==> config.mk <==
export PLATFORM = sky130hd
export DESIGN_NAME = vend_ctrl_multi_flat
export DESIGN_NICKNAME = d
export VERILOG_FILES = /design/src/rtl/vend_ctrl_multi_if.sv /design/src/rtl/vend_ctrl_multi.sv /design/src/flat_wrapper.sv
export SDC_FILE = /design/constraint.sdc
export NUM_CORES = 1
export LEC_CHECK = 0
export BUFFER_PORTS_ARGS = -buffer_cell sky130_fd_sc_hd__buf_4
export CORE_AREA = 2 2 134 136
export DETAILED_ROUTE_END_ITERATION = 7
export DIE_AREA = 0 0 136 138
export HOLD_SLACK_MARGIN = 0.05
export PLACE_DENSITY = 0.57
export SYNTH_ARGS = -nofsm -noshare
export SYNTH_HDL_FRONTEND = slang
export SYNTH_SLANG_ARGS = --single-unit
==> constraint.sdc <==
create_clock -name clk -period 8.1 [get_ports clk]
set_clock_uncertainty 0.1 [all_clocks]
set_input_delay 0.81 -clock clk [delete_from_list [all_inputs] [get_ports clk]]
set_output_delay 0.81 -clock clk [all_outputs]
set_load 0.02 [all_outputs]
==> src/rtl/vend_ctrl_multi_if.sv <==
`default_nettype none
// ------------------------------------------------------------------
// vend_ctrl_multi_if : coin/select/refund inputs and display/change
//                      outputs of the vending controller
// Rev 1.0
// ------------------------------------------------------------------
interface vend_ctrl_multi_if #(
  parameter int unsigned N_ITEMS = 3
);
  logic                   halfyuan_i;
  logic                   oneyuan_i;
  logic [N_ITEMS-1:0]     sell_i;
  logic                   supply_i;
  logic                   coin_return_i;
  logic [15:0]            display_o;
  logic [4*N_ITEMS-1:0]   stock_out_o;
  logic [N_ITEMS-1:0]     vend_led_o;
  logic                   change_vld_o;
  logic [15:0]            change_amt_o;
  logic                   coin_rej_o;

  // Controller side
  modport slave (
    input  halfyuan_i, oneyuan_i, sell_i, supply_i, coin_return_i,
    output display_o, stock_out_o, vend_led_o, change_vld_o, change_amt_o, coin_rej_o
  );

  // Panel / environment side
  modport master (
    output halfyuan_i, oneyuan_i, sell_i, supply_i, coin_return_i,
    input  display_o, stock_out_o, vend_led_o, change_vld_o, change_amt_o, coin_rej_o
  );
endinterface
`default_nettype wire

==> src/rtl/vend_ctrl_multi.sv <==
`default_nettype none
// ------------------------------------------------------------------
// vend_ctrl_multi : N-item BCD vending controller with change-out
//                   and timed NOFUNDS / SOLDOUT messages
// Rev 1.0
// ------------------------------------------------------------------
module vend_ctrl_multi #(
  parameter int unsigned            N_ITEMS    = 3,
  parameter logic [16*N_ITEMS-1:0]  PRICE      = {16'h0035, 16'h0030, 16'h0020},
  parameter logic [3:0]             STOCK_INIT = 4'd5,
  parameter logic [15:0]            MONEY_MAX  = 16'h9995,
  parameter logic [26:0]            MSG_CYCLES = 27'd100_000_000
) (
  input  logic               clk,
  input  logic               rst,
  vend_ctrl_multi_if.slave   bus_io
);

  typedef enum logic [1:0] {
    S_IDLE    = 2'd0,
    S_NOFUNDS = 2'd1,
    S_SOLDOUT = 2'd2
  } state_e;

  // 4-digit packed BCD add; bit 16 is the decimal carry out of the top digit
  function automatic logic [16:0] bcd_add(input logic [15:0] a, input logic [15:0] b);
    logic [4:0]  s;
    logic        c;
    logic [15:0] r;
    c = 1'b0;
    r = '0;
    for (int d = 0; d < 4; d++) begin
      s = {1'b0, a[4*d +: 4]} + {1'b0, b[4*d +: 4]} + {4'b0000, c};
      if (s > 5'd9) begin
        s = s - 5'd10;
        c = 1'b1;
      end else begin
        c = 1'b0;
      end
      r[4*d +: 4] = s[3:0];
    end
    return {c, r};
  endfunction

  // 4-digit packed BCD subtract; callers guarantee a >= b
  function automatic logic [15:0] bcd_sub(input logic [15:0] a, input logic [15:0] b);
    logic [4:0]  s;
    logic        br;
    logic [15:0] r;
    br = 1'b0;
    r  = '0;
    for (int d = 0; d < 4; d++) begin
      s = {1'b0, a[4*d +: 4]} - {1'b0, b[4*d +: 4]} - {4'b0000, br};
      if (s[4]) begin
        s  = s + 5'd10;
        br = 1'b1;
      end else begin
        br = 1'b0;
      end
      r[4*d +: 4] = s[3:0];
    end
    return r;
  endfunction

  state_e               state_q, state_d;
  logic [26:0]          timer_q, timer_d;
  logic [15:0]          bal_q, bal_d;
  logic [4*N_ITEMS-1:0] stock_q, stock_d;
  logic [7:0]           msg_q, msg_d;
  logic [N_ITEMS-1:0]   vend_q, vend_d;
  logic                 chg_vld_q, chg_vld_d;
  logic [15:0]          chg_amt_q, chg_amt_d;
  logic                 rej_q, rej_d;

  logic                 half_prev_q, one_prev_q, sup_prev_q, ret_prev_q;
  logic [N_ITEMS-1:0]   sell_prev_q;

  logic                 half_rise, one_rise, sup_rise, ret_rise;
  logic [N_ITEMS-1:0]   sell_rise;
  logic [16:0]          coin_sum;
  logic                 sell_found;

  assign half_rise = bus_io.halfyuan_i    & ~half_prev_q;
  assign one_rise  = bus_io.oneyuan_i     & ~one_prev_q;
  assign sup_rise  = bus_io.supply_i      & ~sup_prev_q;
  assign ret_rise  = bus_io.coin_return_i & ~ret_prev_q;
  assign sell_rise = bus_io.sell_i        & ~sell_prev_q;

  // One-yuan outranks half-yuan, so only the winning coin value is summed
  assign coin_sum  = bcd_add(bal_q, one_rise ? 16'h0010 : 16'h0005);

  always_comb begin
    state_d    = state_q;
    timer_d    = timer_q;
    bal_d      = bal_q;
    stock_d    = stock_q;
    msg_d      = msg_q;
    vend_d     = vend_q;
    chg_vld_d  = 1'b0;
    chg_amt_d  = chg_amt_q;
    rej_d      = 1'b0;
    sell_found = 1'b0;

    if (state_q != S_IDLE) begin
      if (timer_q <= 27'd1) begin
        state_d = S_IDLE;
        timer_d = '0;
      end else begin
        timer_d = timer_q - 27'd1;
      end
    end

    if (ret_rise) begin
      chg_amt_d = bal_q;
      chg_vld_d = 1'b1;
      bal_d     = '0;
      vend_d    = '0;
      state_d   = S_IDLE;
      timer_d   = '0;
    end else if (sup_rise) begin
      stock_d   = {N_ITEMS{STOCK_INIT}};
      vend_d    = '0;
      state_d   = S_IDLE;
      timer_d   = '0;
    end else if (|sell_rise) begin
      for (int i = 0; i < N_ITEMS; i++) begin
        if (!sell_found && sell_rise[i]) begin
          sell_found = 1'b1;
          vend_d     = '0;
          if (stock_q[4*i +: 4] == 4'd0) begin
            state_d = S_SOLDOUT;
            timer_d = MSG_CYCLES;
          end else if (bal_q < PRICE[16*i +: 16]) begin
            state_d = S_NOFUNDS;
            timer_d = MSG_CYCLES;
            msg_d   = PRICE[16*i +: 8];
          end else begin
            bal_d             = bcd_sub(bal_q, PRICE[16*i +: 16]);
            stock_d[4*i +: 4] = stock_q[4*i +: 4] - 4'd1;
            vend_d[i]         = 1'b1;
            state_d           = S_IDLE;
            timer_d           = '0;
          end
        end
      end
    end else if (one_rise || half_rise) begin
      if (coin_sum > {1'b0, MONEY_MAX}) begin
        rej_d = 1'b1;
      end else begin
        bal_d = coin_sum[15:0];
      end
      vend_d  = '0;
      state_d = S_IDLE;
      timer_d = '0;
    end
  end

  always_ff @(posedge clk) begin
    if (rst) begin
      state_q   <= S_IDLE;
      timer_q   <= '0;
      bal_q     <= '0;
      stock_q   <= {N_ITEMS{STOCK_INIT}};
      msg_q     <= '0;
      vend_q    <= '0;
      chg_vld_q <= 1'b0;
      chg_amt_q <= '0;
      rej_q     <= 1'b0;
    end else begin
      state_q   <= state_d;
      timer_q   <= timer_d;
      bal_q     <= bal_d;
      stock_q   <= stock_d;
      msg_q     <= msg_d;
      vend_q    <= vend_d;
      chg_vld_q <= chg_vld_d;
      chg_amt_q <= chg_amt_d;
      rej_q     <= rej_d;
    end
  end

  // Edge history tracks the inputs even during reset, so an edge that
  // coincides with reset is consumed rather than replayed afterwards.
  always_ff @(posedge clk) begin
    half_prev_q <= bus_io.halfyuan_i;
    one_prev_q  <= bus_io.oneyuan_i;
    sell_prev_q <= bus_io.sell_i;
    sup_prev_q  <= bus_io.supply_i;
    ret_prev_q  <= bus_io.coin_return_i;
  end

  always_comb begin
    bus_io.display_o = bal_q;
    case (state_q)
      S_NOFUNDS: bus_io.display_o = {8'hCC, msg_q};
      S_SOLDOUT: bus_io.display_o = 16'hFFFF;
      default:   bus_io.display_o = bal_q;
    endcase
  end

  assign bus_io.stock_out_o  = stock_q;
  assign bus_io.vend_led_o   = vend_q;
  assign bus_io.change_vld_o = chg_vld_q;
  assign bus_io.change_amt_o = chg_amt_q;
  assign bus_io.coin_rej_o   = rej_q;

endmodule
`default_nettype wire

==> src/flat_wrapper.sv <==
// flat-port wrapper written by rule: the top's interface ports become plain ports
module vend_ctrl_multi_flat 
#(
  parameter int unsigned            N_ITEMS    = 3,
  parameter logic [16*N_ITEMS-1:0]  PRICE      = {16'h0035, 16'h0030, 16'h0020},
  parameter logic [3:0]             STOCK_INIT = 4'd5,
  parameter logic [15:0]            MONEY_MAX  = 16'h9995,
  parameter logic [26:0]            MSG_CYCLES = 27'd100_000_000
)
  (clk, rst, bus_io_halfyuan_i, bus_io_oneyuan_i, bus_io_sell_i, bus_io_supply_i, bus_io_coin_return_i, bus_io_display_o, bus_io_stock_out_o, bus_io_vend_led_o, bus_io_change_vld_o, bus_io_change_amt_o, bus_io_coin_rej_o);
  vend_ctrl_multi_if #(.N_ITEMS(N_ITEMS)) bus_io_i ();
  input  logic clk;
  input  logic rst;
  input wire logic [$bits(bus_io_i.halfyuan_i)-1:0] bus_io_halfyuan_i;
  input wire logic [$bits(bus_io_i.oneyuan_i)-1:0] bus_io_oneyuan_i;
  input wire logic [$bits(bus_io_i.sell_i)-1:0] bus_io_sell_i;
  input wire logic [$bits(bus_io_i.supply_i)-1:0] bus_io_supply_i;
  input wire logic [$bits(bus_io_i.coin_return_i)-1:0] bus_io_coin_return_i;
  output wire logic [$bits(bus_io_i.display_o)-1:0] bus_io_display_o;
  output wire logic [$bits(bus_io_i.stock_out_o)-1:0] bus_io_stock_out_o;
  output wire logic [$bits(bus_io_i.vend_led_o)-1:0] bus_io_vend_led_o;
  output wire logic [$bits(bus_io_i.change_vld_o)-1:0] bus_io_change_vld_o;
  output wire logic [$bits(bus_io_i.change_amt_o)-1:0] bus_io_change_amt_o;
  output wire logic [$bits(bus_io_i.coin_rej_o)-1:0] bus_io_coin_rej_o;
  assign bus_io_i.halfyuan_i = bus_io_halfyuan_i;
  assign bus_io_i.oneyuan_i = bus_io_oneyuan_i;
  assign bus_io_i.sell_i = bus_io_sell_i;
  assign bus_io_i.supply_i = bus_io_supply_i;
  assign bus_io_i.coin_return_i = bus_io_coin_return_i;
  assign bus_io_display_o = bus_io_i.display_o;
  assign bus_io_stock_out_o = bus_io_i.stock_out_o;
  assign bus_io_vend_led_o = bus_io_i.vend_led_o;
  assign bus_io_change_vld_o = bus_io_i.change_vld_o;
  assign bus_io_change_amt_o = bus_io_i.change_amt_o;
  assign bus_io_coin_rej_o = bus_io_i.coin_rej_o;
  vend_ctrl_multi #(.N_ITEMS(N_ITEMS), .PRICE(PRICE), .STOCK_INIT(STOCK_INIT), .MONEY_MAX(MONEY_MAX), .MSG_CYCLES(MSG_CYCLES)) u_core (.clk(clk), .rst(rst), .bus_io(bus_io_i));
endmodule
==> impl_metrics.toml <==
[run_status]
status = "finished clean"

[placement]
pre_cts_ws_ns = 0.1154
place_congestion = 0.8404
port_buffers = 57
place_inst = 1161
dp_hpwl_um = 14410

[global_routing]
grtUsageMet3_pct = 3.777
use_met1_pct = 29.97
busiest_layer = "met2"
gr-total-overflow = 0
grt_pass1_vias = 5908
track_usage_pct = 21.26
grt_max_degree = 33
grt_pass1_wl_um = 31670
grtUsageMet2_pct = 33.62
antenna_found_initial = 0

[floorplan]
core_area_um2 = 17530
rows = 49
num_io_pins = 58
die_width_um = 136
start_util_pct = 39.05
die_h_um = 138
dieArea_um2 = 18770

[clocking]
numCtsBuffers = 9
cts.sinks = 93
postCtsSetupRepairBufs = 0
tritoncts = "yes"
clkTransAtPathRegs_ns = 0.07
ctsRootBufferMaster = "clkbuf_16"
htreeDepth = 3
clk_latency_ns = 0.36
cts.path.max_buffers = 2

[layout]
drive_above_1_share_pct = 12.76
instances_no_fill = 1177
area_delta_synth_final_pct = 14.34
multiInputGateArea_um2 = 4592
final_util_pct = 44.66
fill_cells = 1823
fin_nets = 1003
antenna_cells = 0
seqCellArea_um2 = 1862

[timing]
rsz0062_at_grt = "no"
drv_slew = 0
hold_viol = 0
setup_viol = 0
final_min_period_over_clock_period_pct = 91.92
worstMarginPinSlew_ns = 1.056
max_freq_mhz = 134.3
final.setup.worst_slack_ns = 0.6548
tns_ns = 0
slew_headroom_pct = 29.38
finalCriticalPeriod_ns = 7.445

[worst_setup_path]
critPathArrivalTime_ns = 7.59
ff2ff_setup_slack_ns = 0.81
slowest_stage = "ha_1"
worstSetupEndpointType = "register"
max_stage_delay_ns = 0.36
crit_top_cell = "ha_1"
crit_required_ns = 8.24
start_kind = "input pin"
path_class = "in -> reg"
worstPathMaxFanout = 10

[worst_hold_path]
hp-class = "reg -> reg"

[route]
drtPass1Iterations = 5
drtIter0Drc = 350
wl_um = 19530
wire_per_inst_um = 16.59
drc = 0
drtAntennaViolNets = 0
routed_via_density = 5.369
via_count = 6319

[synthesis]
async_flop_share_pct = 0
synth.distinct_cells = 76
synthFlopType = "dfxtp_1"
synth_seq_cells = 93
syn_inst = 908
avgSynthCellArea_um2 = 7.542
yosys_warnings = 0
synth-edff-count = 0
syn_area_um2 = 6848
syn_nets = 968
ys_seq_area_share_pct = 27.19

[power_and_ir_drop]
p_per_area_nw_per_um2 = 241.1
power.leakage_nw = 3.104
irDropWorstVdd_mv = 0.1185

[run]
cap_violations = 0
==> final timing paths <==
path	start	endpoint	cells after the start
max	bus_io_oneyuan_i	u_core.bal_q[12]	33
min	u_core.bus_io.change_amt_o[15]	u_core.bus_io.change_amt_o[15]	2
max reg2reg	u_core.one_prev_q	u_core.bal_q[12]	32
min reg2reg	u_core.bus_io.change_amt_o[15]	u_core.bus_io.change_amt_o[15]	2
==> critical path, delay by kind of cell <==
family	cells	cell delay, ns
AOI/OAI and AO/OA	10	1.92
xor gates and xnor gates	1	0.26
adders and majority gates	10	2.96
buffers and inverters	5	0.60
muxes	1	0.11
and+or+nand+nor	6	0.92
==> Yosys cell counts (7+ instances only) <==
library cell,instances,share of area [%]
xnor2_1,44,5.6
clkbuf_1,38,2.1
nor4_1,8,0.73
a211oi_1,11,1.2
a311oi_1,7,0.90
a21oi_1,77,5.6
nor3_1,24,1.8
mux2i_1,19,2.8
nand2_1,131,7.2
ha_1,50,9.1
dfxtp_1,93,27
a31oi_1,8,0.73
nor2b_1,18,1.6
and2_1,9,0.82
xor2_1,17,2.2
o211ai_1,16,1.8
o21ai_0,42,3.1
nor2_1,87,4.8
nand2b_1,17,1.6
buf_2,8,0.58
inv_1,50,2.7
nand3_1,18,1.3
==> area by class of cell <==
| class | count | area share, % |
|---|---|---|
| clock inverters | 7 | 1.103 |
| multi-input cells | 712 | 58.64 |
| well taps | 229 | 3.659 |
| repair buffers | 77 | 7.542 |
| flip-flops and latches | 93 | 23.78 |
| inverters | 50 | 2.397 |
| clock buffers | 9 | 2.876 |
==> cells in the final DEF (no fill, tap or decap), types with 8 or more instances in the layout <==
master / count
nand2_1: 131
inv_1: 50
nand2b_1: 17
o21ai_0: 42
and2_1: 9
ha_1: 50
a21oi_1: 76
nor3_1: 23
o211ai_1: 16
mux2i_1: 19
nor2b_1: 17
nor4_1: 8
nand3_1: 18
a211oi_1: 11
xnor2_1: 43
clkbuf_16: 9
xor2_1: 17
nor2_1: 86
a31oi_1: 8
dfxtp_1: 93
buf_4: 76
==> through the flow <==
stage / hold slack (ns) / power, mW / instance area [um^2]
CTS: 0.3588 / 1.900 / 7812
floorplan: 0.3301 / 1.228 / 6848
detailed placement: 0.3469 / 1.445 / 7501
finish: 0.3573 / 1.888 / 7830
global route: 0.3820 / 2.034 / 7830
global placement: 0.3440 / 1.441 / 7501
==> cells by family after synthesis <==
logic type      after synthesis  share of synthesized area, %
flops                        93                         27.19
simple gates                359                         25.36
buf+inv                     103                         6.249
mux                          22                         3.271
fa+ha+maj                    51                         9.428
xor+xnor                     61                         7.802
compound gates              219                         20.70
==> sequential cells by signal (all words and copies together), names as in the netlist <==
signal,flops
u_core.timer_q,27
u_core.bal_q,16
u_core.bus_io.change_amt_o,16
u_core.bus_io.stock_out_o,12
u_core.msg_q,8
u_core.bus_io.vend_led_o,3
u_core.sell_prev_q,3
u_core.state_q,2
u_core.bus_io.change_vld_o,1
u_core.bus_io.coin_rej_o,1
u_core.half_prev_q,1
u_core.one_prev_q,1
u_core.ret_prev_q,1
u_core.sup_prev_q,1
==> timing repair <==
action                                  CTS  global route
hold buffers                              0             0
resized for setup                         0             3
hold endpoints to repair                  0             0
endpoints found under the setup margin    0            12
==> metal layers <==
layer / vias up / part of all wire [%]
li1: 3249 / -
met1: 2919 / 48
met2: 134 / 46
met3: 17 / 4.8
met4: 0 / 1.3
met5: - / 0
==> report_power, final <==
| group | internal, mW | switching (mW) | leakage (nW) |
|---|---|---|---|
| registers | 0.485 | 0.0359 | 0.756 |
| clock network | 0.222 | 0.227 | 0.151 |
| logic | 0.387 | 0.533 | 2.20 |
| total | 1.09 | 0.795 | 3.10 |
(Power assumes the default switching activity.)
